File: src/rtl/regfile_wb_arbiter_pkg.sv
// regfile_wb_arbiter_pkg: shared widths, starvation limit and write-source tag for the regfile write-port arbiter
package regfile_wb_arbiter_pkg;
    localparam int RF_DSIZE = 32;
    localparam int RF_ASIZE = 5;
    localparam int RF_ISIZE = 32;
    localparam int RF_MAX_WAIT = 4;
    typedef enum logic {SRC_WB, SRC_MDU} wr_src_e;
endpackage

File: src/rtl/regfile_wb_arbiter_fifo.sv
// wb_result_fifo: 2-entry circular FIFO of pending MDU {waddr, wdata} regfile writes
module wb_result_fifo import regfile_wb_arbiter_pkg::*; #(
    parameter int DSIZE = RF_DSIZE,
    parameter int ASIZE = RF_ASIZE
) (
    input  logic                  clk,
    input  logic                  rst,
    input  logic                  push_i,
    input  logic [ASIZE-1:0]      push_waddr_i,
    input  logic [DSIZE-1:0]      push_wdata_i,
    input  logic                  pop_i,
    output logic [1:0]            count_o,
    output logic [ASIZE-1:0]      head_waddr_o,
    output logic [DSIZE-1:0]      head_wdata_o,
    output logic [1:0][ASIZE-1:0] ent_waddr_o,
    output logic [1:0]            ent_valid_o
);
    logic [1:0][ASIZE-1:0] waddr_q, waddr_d;
    logic [1:0][DSIZE-1:0] wdata_q, wdata_d;
    logic                  wr_ptr_q, wr_ptr_d, rd_ptr_q, rd_ptr_d;
    logic [1:0]            count_q, count_d;

    always_comb begin
        waddr_d = waddr_q;
        wdata_d = wdata_q;
        if (push_i) begin
            waddr_d[wr_ptr_q] = push_waddr_i;
            wdata_d[wr_ptr_q] = push_wdata_i;
        end
        wr_ptr_d = wr_ptr_q ^ push_i;
        rd_ptr_d = rd_ptr_q ^ pop_i;
        count_d  = count_q + {1'b0, push_i} - {1'b0, pop_i};
    end

    always_ff @(posedge clk or posedge rst) begin
        if (rst) begin
            waddr_q  <= '0;
            wdata_q  <= '0;
            wr_ptr_q <= 1'b0;
            rd_ptr_q <= 1'b0;
            count_q  <= 2'd0;
        end else begin
            waddr_q  <= waddr_d;
            wdata_q  <= wdata_d;
            wr_ptr_q <= wr_ptr_d;
            rd_ptr_q <= rd_ptr_d;
            count_q  <= count_d;
        end
    end

    assign count_o      = count_q;
    assign head_waddr_o = waddr_q[rd_ptr_q];
    assign head_wdata_o = wdata_q[rd_ptr_q];
    assign ent_waddr_o  = waddr_q;
    // With one entry stored, only the slot under the read pointer is live
    assign ent_valid_o  = {count_q == 2'd2 || (count_q == 2'd1 && rd_ptr_q),
                           count_q == 2'd2 || (count_q == 2'd1 && !rd_ptr_q)};
endmodule

File: src/rtl/regfile_wb_arbiter.sv
// regfile_wb_arbiter: shares the regfile write port between pipeline writeback (priority) and buffered MDU results
module regfile_wb_arbiter import regfile_wb_arbiter_pkg::*; #(
    parameter int DSIZE    = RF_DSIZE,
    parameter int ASIZE    = RF_ASIZE,
    parameter int ISIZE    = RF_ISIZE,
    parameter int MAX_WAIT = RF_MAX_WAIT
) (
    input  logic             clk,
    input  logic             rst,
    input  logic             wb_wen_i,
    input  logic             wb_mem_to_reg_i,
    input  logic [DSIZE-1:0] wb_result_i,
    input  logic [DSIZE-1:0] wb_rdata_mem_i,
    input  logic [ASIZE-1:0] wb_waddr_i,
    input  logic             wb_jal_i,
    input  logic [ISIZE-1:0] wb_pc_jal_i,
    input  logic             mdu_valid_i,
    input  logic [ASIZE-1:0] mdu_waddr_i,
    input  logic [DSIZE-1:0] mdu_wdata_i,
    output logic             mdu_ready_o,
    input  logic [ASIZE-1:0] rs1_addr_i,
    input  logic [ASIZE-1:0] rs2_addr_i,
    output logic             mdu_hazard_o,
    output logic             stall_pipe_o,
    output logic             rf_wen_o,
    output logic [ASIZE-1:0] rf_waddr_o,
    output logic [DSIZE-1:0] rf_wdata_o,
    output logic             grant_mdu_o
);
    localparam int WW = $clog2(MAX_WAIT + 1);

    logic [1:0]            count;
    logic [ASIZE-1:0]      head_waddr;
    logic [DSIZE-1:0]      head_wdata, wb_wdata;
    logic [1:0][ASIZE-1:0] ent_waddr;
    logic [1:0]            ent_valid;
    logic                  wb_req, push, hazard;
    wr_src_e               src;
    logic [WW-1:0]         wait_q, wait_d;

    wb_result_fifo #(.DSIZE(DSIZE), .ASIZE(ASIZE)) u_fifo (
        .clk          (clk),
        .rst          (rst),
        .push_i       (push),
        .push_waddr_i (mdu_waddr_i),
        .push_wdata_i (mdu_wdata_i),
        .pop_i        (grant_mdu_o),
        .count_o      (count),
        .head_waddr_o (head_waddr),
        .head_wdata_o (head_wdata),
        .ent_waddr_o  (ent_waddr),
        .ent_valid_o  (ent_valid)
    );

    // rst gates the pipeline request so the port is quiet while reset is held
    assign wb_req       = !rst && wb_wen_i && wb_waddr_i != '0;
    assign wb_wdata     = wb_jal_i ? DSIZE'(wb_pc_jal_i) : wb_mem_to_reg_i ? wb_rdata_mem_i : wb_result_i;
    assign src          = (!wb_req && count != 2'd0) ? SRC_MDU : SRC_WB;
    assign grant_mdu_o  = src == SRC_MDU;
    assign rf_wen_o     = wb_req || grant_mdu_o;
    assign rf_waddr_o   = grant_mdu_o ? head_waddr : wb_waddr_i;
    assign rf_wdata_o   = grant_mdu_o ? head_wdata : wb_wdata;
    assign mdu_ready_o  = count != 2'd2;
    assign push         = mdu_valid_i && mdu_ready_o && mdu_waddr_i != '0;
    assign mdu_hazard_o = hazard;
    assign stall_pipe_o = wait_q >= WW'(MAX_WAIT) && !grant_mdu_o;

    always_comb begin
        hazard = 1'b0;
        for (int i = 0; i < 2; i++)
            hazard = hazard || (ent_valid[i] && ((rs1_addr_i != '0 && ent_waddr[i] == rs1_addr_i) ||
                                                 (rs2_addr_i != '0 && ent_waddr[i] == rs2_addr_i)));
        wait_d = (grant_mdu_o || count == 2'd0) ? '0 : (wait_q < WW'(MAX_WAIT)) ? wait_q + 1'b1 : wait_q;
    end

    always_ff @(posedge clk or posedge rst) begin
        if (rst)
            wait_q <= '0;
        else
            wait_q <= wait_d;
    end
endmodule
File: config.mk
export PLATFORM = sky130hd
export DESIGN_NAME = regfile_wb_arbiter
export DESIGN_NICKNAME = d
export VERILOG_FILES = /design/src/rtl/regfile_wb_arbiter_pkg.sv /design/src/rtl/regfile_wb_arbiter_fifo.sv /design/src/rtl/regfile_wb_arbiter.sv
export SDC_FILE = /design/constraint.sdc
export NUM_CORES = 1
export LEC_CHECK = 0
export CELL_PAD_IN_SITES_DETAIL_PLACEMENT = 1
export CELL_PAD_IN_SITES_GLOBAL_PLACEMENT = 1
export CORE_MARGIN = 4
export CORE_UTILIZATION = 30
export DETAILED_ROUTE_END_ITERATION = 12
export GPL_ROUTABILITY_DRIVEN = 0
export PLACE_DENSITY = 0.81
export SLEW_MARGIN = 20
export SYNTH_ARGS = -nofsm -noshare
export SYNTH_HDL_FRONTEND = slang
export SYNTH_SLANG_ARGS = --single-unit
File: constraint.sdc
create_clock -name clk -period 4.7 [get_ports clk]
set_input_delay 0.94 -clock clk [delete_from_list [all_inputs] [get_ports clk]]
set_output_delay 0.94 -clock clk [all_outputs]
set_load 0.05 [all_outputs]
==> results.tsv, run 1 <==
metric	value	unit
status	complete, no violations	
worst_pin_slew	1.03	ns
r2r_start	u_fifo.count_o[1]$_DFF_PP0_	
rsz0062_at_grt	no	
multi_input_area	0.00256	sq mm
arrival	3.37	ns
total_power	5.36	mW
setup_viol	0	
synth-seq-area-share	42.4	%
drv_slew	0	
clk_pin_slew	0.06	ns
dr_total_vias	4101	
synth_compound_gate_area_share	10.1	%
wire_per_inst	18.2	um
path_class	primary input to output port	
seqCellArea	0.00203	sq mm
ios	196	
wirelength	15000	um
synth-adder-area-share	1.05	%
maxCapViolations	0	
clock_latency	0.32	ns
drtIter0Drc	115	
area_delta_synth_final	58.3	%
min_period	4.31	ns
grtUsageTotal	16.7	%
skew	0.00656	ns
routed_via_density	4.96	
end_kind	output port	
synthesis.nets	588	
ys_types	28	
port_buffers	195	
post-route-period-util	91.8	%
grt_max_degree	44	
h-tree-depth	3	
cts_tree	done	
worstPathCellList	clkdlybuf4s50_1 -> or4_1 -> o211ai_2 -> o21a_4 -> buf_4 -> a211oi_1 -> a21oi_1 -> buf_12	
synth_cells	430	
p_clk_share	13.0	%
cts_buffers	9	
synth_xor_area_share	4.22	%
die_area	0.0180	sq mm
dp_hpwl	11800	um
grt_pass1_vias	4622	
hold_start	u_fifo.wdata_q[20]$_DFFE_PP0P_	
remaining_drc_errors	0	
max_stage_delay	0.54	ns
internal_power	3.13	mW
root_buffer	clkbuf_16	
required	3.76	ns
seqPwrFrac	24.3	%
cts_resized	0	
relSlewSlack	31.6	%
cellLeakagePower	3.15	nW
clock-sinks	81	
syn_area	0.00478	sq mm
grt-ovfl-total	0	
syn_area_per_cell	11.1	sq um
cp_max_fo	26	
critPathSlowestCell	or4_1	
startpoint	wb_waddr_i[1]	
min_path_type	register to register	
antenna_cells	0	
drt_pass1_iterations	4	
setup-tns-final	0	ns
holdBufCountCts	0	
synth-simple-area-share	5.97	%
nFillCells	1641	
rows	45	
core	0.0154	sq mm
drive_above_1_share	23.4	%
cts_setup_buffers	0	
grt_pass1_wl	24000	um
ant_nets	0	
initial_core_util	31.0	%
startpoint_type	primary input	
p_comb_share	62.8	%
antenna_found_initial	0	
power.density	709	mW/mm^2
finalHoldViolCount	0	
fmax	232	MHz
fin_nets	770	
netSwitchingPower	2.23	mW
synth_mux_area_share	32.1	%
clockBufferDepth	2	
die_y	134	um
die_w	134	um
synth_top_family_by_area	multiplexers	
ir_drop	424	uV
ys_warn_count	0	
ys_ff_latch	81	
switching_share	41.6	%
## layer usage
| layer | GRT usage [%] | share of wire [%] | vias to the layer above |
|---|---|---|---|
| met5 | 0 | 0 | - |
| met3 | 4.50 | 6.3 | 14 |
| li1 | - | - | 1921 |
| met4 | 4.58 | 1.2 | 0 |
| met1 | 19.5 | 41 | 2037 |
| met2 | 30.1 | 51 | 129 |
## cells in the mapped netlist (all sizes together)
cell    instances  share of area [%]
inv             5               0.39
mux2i          70                 15
nand3           4               0.42
nor4            4               0.52
nor2b           2               0.26
or4             3               0.47
a211oi         32                5.0
o21a            1               0.31
or3             1               0.13
clkbuf         19                1.5
or2             1               0.13
nor3            1               0.10
o21ai           1               0.10
o211ai          1               0.26
ha              4                1.0
dfrtp          81                 42
nand2           5               0.39
o22ai           2               0.26
xor2           10                1.8
xnor2          13                2.4
nor2           45                3.5
buf            13                2.3
a21oi          37                3.9
mux2           74                 17
o311a           1               0.21
## area by class of cell
class / instances / share of cell area, %
clock buffer: 12 / 3.39
tap: 211 / 3.49
inverter: 5 / 0.298
multi-input combinational: 312 / 33.8
clock inverter: 3 / 0.530
sequential: 81 / 26.8
timing repair buffer: 203 / 31.6
## cell usage in the layout, fill, tap and decap left out, types with 3 or more instances in the layout
master	netlist	final
clkdlybuf4s50_1	0	154
dfrtp_1	81	80
mux2_2	74	74
mux2i_1	70	70
nor2_1	45	45
buf_12	0	39
a21oi_1	37	37
a211oi_1	32	32
xnor2_1	13	13
xor2_1	10	10
clkbuf_16	0	9
buf_4	1	8
nand2_1	5	5
inv_1	5	4
nand3_1	4	4
nor4_1	4	4
or4_1	3	3
## power groups by stage
| stage | sequential [mW] | clock (mW) | combinational [mW] |
|---|---|---|---|
| 6_report | 1.30 | 0.695 | 3.37 |
| 5_1_grt | 1.35 | 0.749 | 3.56 |
| 4_1_cts | 1.30 | 0.714 | 3.42 |
| 3_5_place_dp | 1.32 | 0 | 3.40 |
| 3_3_place_gp | 1.27 | 0 | 3.34 |
| 2_1_floorplan | 1.21 | 0 | 2.03 |
## registers in the layout, summed over array words and instances, names as in the netlist
signal and cells:
u_fifo.count_o 2, wait_q 3, u_fifo.rd_ptr_q 1, u_fifo.ent_waddr_o 10, u_fifo.wr_ptr_q 1, u_fifo.wdata_q 64
## critical path, delay by kind of cell
| kind | cells | cell delay, ns |
|---|---|---|
| and+or+nand+nor | 1 | 0.54 |
| buffers and inverters | 3 | 0.86 |
| AOI/OAI and AO/OA | 4 | 1.00 |
## path summary, 6_finish.rpt
path                                                  endpoint  slack, ns  depth (start not counted)
worst max-delay path                             rf_wdata_o[4]       0.39                          8
worst min-delay path            u_fifo.wdata_q[20]$_DFFE_PP0P_       0.51                          1
worst max register to register  u_fifo.wdata_q[40]$_DFFE_PP0P_       2.25                          5
worst min register to register  u_fifo.wdata_q[20]$_DFFE_PP0P_       0.51                          1
max in group asynchronous            u_fifo.rd_ptr_q$_DFF_PP0_       2.56                          4
min in group asynchronous       u_fifo.wdata_q[34]$_DFFE_PP0P_       1.15                          3
## metrics by stage
step	hold slack, ns	area [sq um]	setup WS, ns	cells	util, %
floorplan	0.480	4780	0.164	430	-
global placement	0.489	7260	0.484	812	47.1
detailed placement	0.495	7260	0.371	812	47.1
CTS	0.508	7560	0.357	827	49.0
global route	0.518	7560	0.206	827	49.0
finish	0.508	7560	0.385	827	49.0
## kinds of logic after synthesis
| group | Yosys count |
|---|---|
| mux | 144 |
| simple gates | 66 |
| fa+ha+maj | 4 |
| buf+inv | 37 |
| flops | 81 |
| xor+xnor | 23 |
| compound gates | 75 |
(Power assumes the default switching activity.)
==> run 2, diff against run 1 <==
--- a/config.mk
+++ b/config.mk
@@ -7,11 +7,11 @@
 export LEC_CHECK = 0
 export CELL_PAD_IN_SITES_DETAIL_PLACEMENT = 1
 export CELL_PAD_IN_SITES_GLOBAL_PLACEMENT = 1
-export CORE_MARGIN = 4
 export CORE_UTILIZATION = 30
 export DETAILED_ROUTE_END_ITERATION = 12
 export GPL_ROUTABILITY_DRIVEN = 0
 export PLACE_DENSITY = 0.81
+export SETUP_SLACK_MARGIN = 0.2
 export SLEW_MARGIN = 20
 export SYNTH_ARGS = -nofsm -noshare
 export SYNTH_HDL_FRONTEND = slang
==> results.tsv, run 2 (synthesized netlist as in run 1, its figures left out) <==
metric	value	unit	change
timing.final.ws_setup	0.406	ns	+0.0203 ns
worst_pin_slew	1.01	ns	-0.0123 ns
drive_above_1_share	28.5	%	+5.1 points
routed_via_density	4.94		-0.39%
cellLeakagePower	3.18	nW	+0.84%
core	0.0154	sq mm	-0.36%
fin_nets	770		unchanged
relSlewSlack	32.4	%	+0.82 points
rows	45		unchanged
end_kind	output port		
ir_drop	558	uV	+32%
initial_core_util	31.1	%	+0.11 points
power.density	723	mW/mm^2	+2.0%
setup-tns-final	0	ns	unchanged
fin_util	50.3	%	+1.3 points
remaining_drc_errors	0		unchanged
arrival	3.35	ns	-0.02 ns
cts_resized	0		unchanged
root_buffer	clkbuf_16		
rsz0062_at_grt	no		
dr_total_vias	4090		-0.27%
grtUsageTotal	18.7	%	+2.0 points
maxCapViolations	0		unchanged
multi_input_area	0.00268	sq mm	+4.8%
largest_reg_flops	64		unchanged
grt-ovfl-total	0		unchanged
holdWs	0.503	ns	-0.00454 ns
status	complete, no violations		
holdBufCountCts	0		unchanged
critPathSlowestCell	or4_1		
ios	196		unchanged
post-place-ws	0.417	ns	+0.0459 ns
wire_per_inst	17.9	um	-1.5%
die_area	0.0164	sq mm	-8.7%
post-route-period-util	91.4	%	-0.43 points
die_w	128	um	-4.5%
fmax	233	MHz	+0.47%
port_buffers	195		unchanged
ant_nets	0		unchanged
drv_slew	0		unchanged
dp_hpwl	11400	um	-3.9%
min_path_type	register to register		
grt_pass1_wl	23900	um	-0.52%
setup_viol	0		unchanged
cts_tree	done		
path_class	primary input to output port		
antenna_cells	0		unchanged
max_stage_delay	0.54	ns	about the same
clock-sinks	81		unchanged
cts_buffers	9		unchanged
drtIter0Drc	126		+9.6%
grt_max_degree	82		+86%
layout_common_cells	clkdlybuf4s50_1, dfrtp_1, mux2_2, mux2i_1, nor2_1		
wirelength	14800	um	-1.4%
clockBufferDepth	2		unchanged
cts_setup_buffers	0		unchanged
required	3.76	ns	about the same
grt_pass1_vias	4612		-0.22%
finalHoldViolCount	0		unchanged
crit_top_cell	buf_12		
seqCellArea	0.00203	sq mm	unchanged
worstPathCellList	clkdlybuf4s50_1 -> or4_1 -> o211ai_2 -> o21a_4 -> buf_12 -> a211oi_1 -> a21oi_2 -> buf_12		
clock_latency	0.33	ns	about the same
total_power	5.59	mW	+4.3%
drt_pass1_iterations	4		unchanged
antenna_found_initial	0		unchanged
startpoint_type	primary input		
die_y	128	um	-4.5%
clk_pin_slew	0.06	ns	about the same
cp_max_fo	35		+35%
mostFrequentLayoutCell	clkdlybuf4s50_1		
h-tree-depth	3		unchanged
area_delta_synth_final	61.8	%	
min_period	4.29	ns	-0.0203 ns
top_register	u_fifo.wdata_q		
skew	0.00620	ns	-0.000357 ns
nFillCells	1617		-1.5%
-- run 2: area by class of cell --
type | instances | area share (%)
Timing Repair Buffer | 203 | 31.2
Multi-Input combinational cell | 312 | 34.7
Clock buffer | 14 | 3.42
Tap cell | 211 | 3.42
Clock inverter | 2 | 0.777
Sequential cell | 81 | 26.2
Inverter | 5 | 0.291
-- run 2: stage by stage --
stage | cell area, sq um | cells
after floorplan | 4900 | 430
after detailed placement | 7400 | 812
after global routing | 7730 | 828
final | 7730 | 828
after CTS | 7720 | 828
after global placement | 7400 | 812
-- run 2: worst paths after layout --
kind	from	endpoint	slack [ns]	cells past startpoint
worst min register to register	u_fifo.wdata_q[53]$_DFFE_PP0P_	u_fifo.wdata_q[53]$_DFFE_PP0P_	0.50	1
max in group asynchronous	rst	u_fifo.rd_ptr_q$_DFF_PP0_	2.93	3
worst max register to register	u_fifo.count_o[1]$_DFF_PP0_	u_fifo.ent_waddr_o[0]$_DFFE_PP0P_	2.23	5
worst min-delay path	u_fifo.wdata_q[53]$_DFFE_PP0P_	u_fifo.wdata_q[53]$_DFFE_PP0P_	0.50	1
worst max-delay path	wb_waddr_i[1]	rf_wdata_o[14]	0.41	8
min in group asynchronous	rst	u_fifo.wdata_q[31]$_DFFE_PP0P_	1.24	3
-- run 2: where the power goes --
group / internal [mW] / total (mW) / leakage, nW / switching [mW]
combinational: 1.71 / 3.51 / 2.06 / 1.80
clock: 0.495 / 0.759 / 0.157 / 0.264
sequential: 1.05 / 1.32 / 0.959 / 0.275
total: 3.25 / 5.59 / 3.18 / 2.34
-- run 2: worst max-delay path, delay by kind of cell --
family | cells | cell delay [ns]
compound gates | 4 | 0.98
buf+inv | 3 | 0.86
simple gates | 1 | 0.54
-- run 2: layer usage --
metal	up-vias	global-route usage (%)	wire length [um]	share of wire, %
met5	-	0	0	0
met4	0	5.40	192	1.3
met3	16	3.59	708	4.8
met2	113	34.2	7850	53
met1	2034	22.0	6070	41
li1	1927	-	-	-
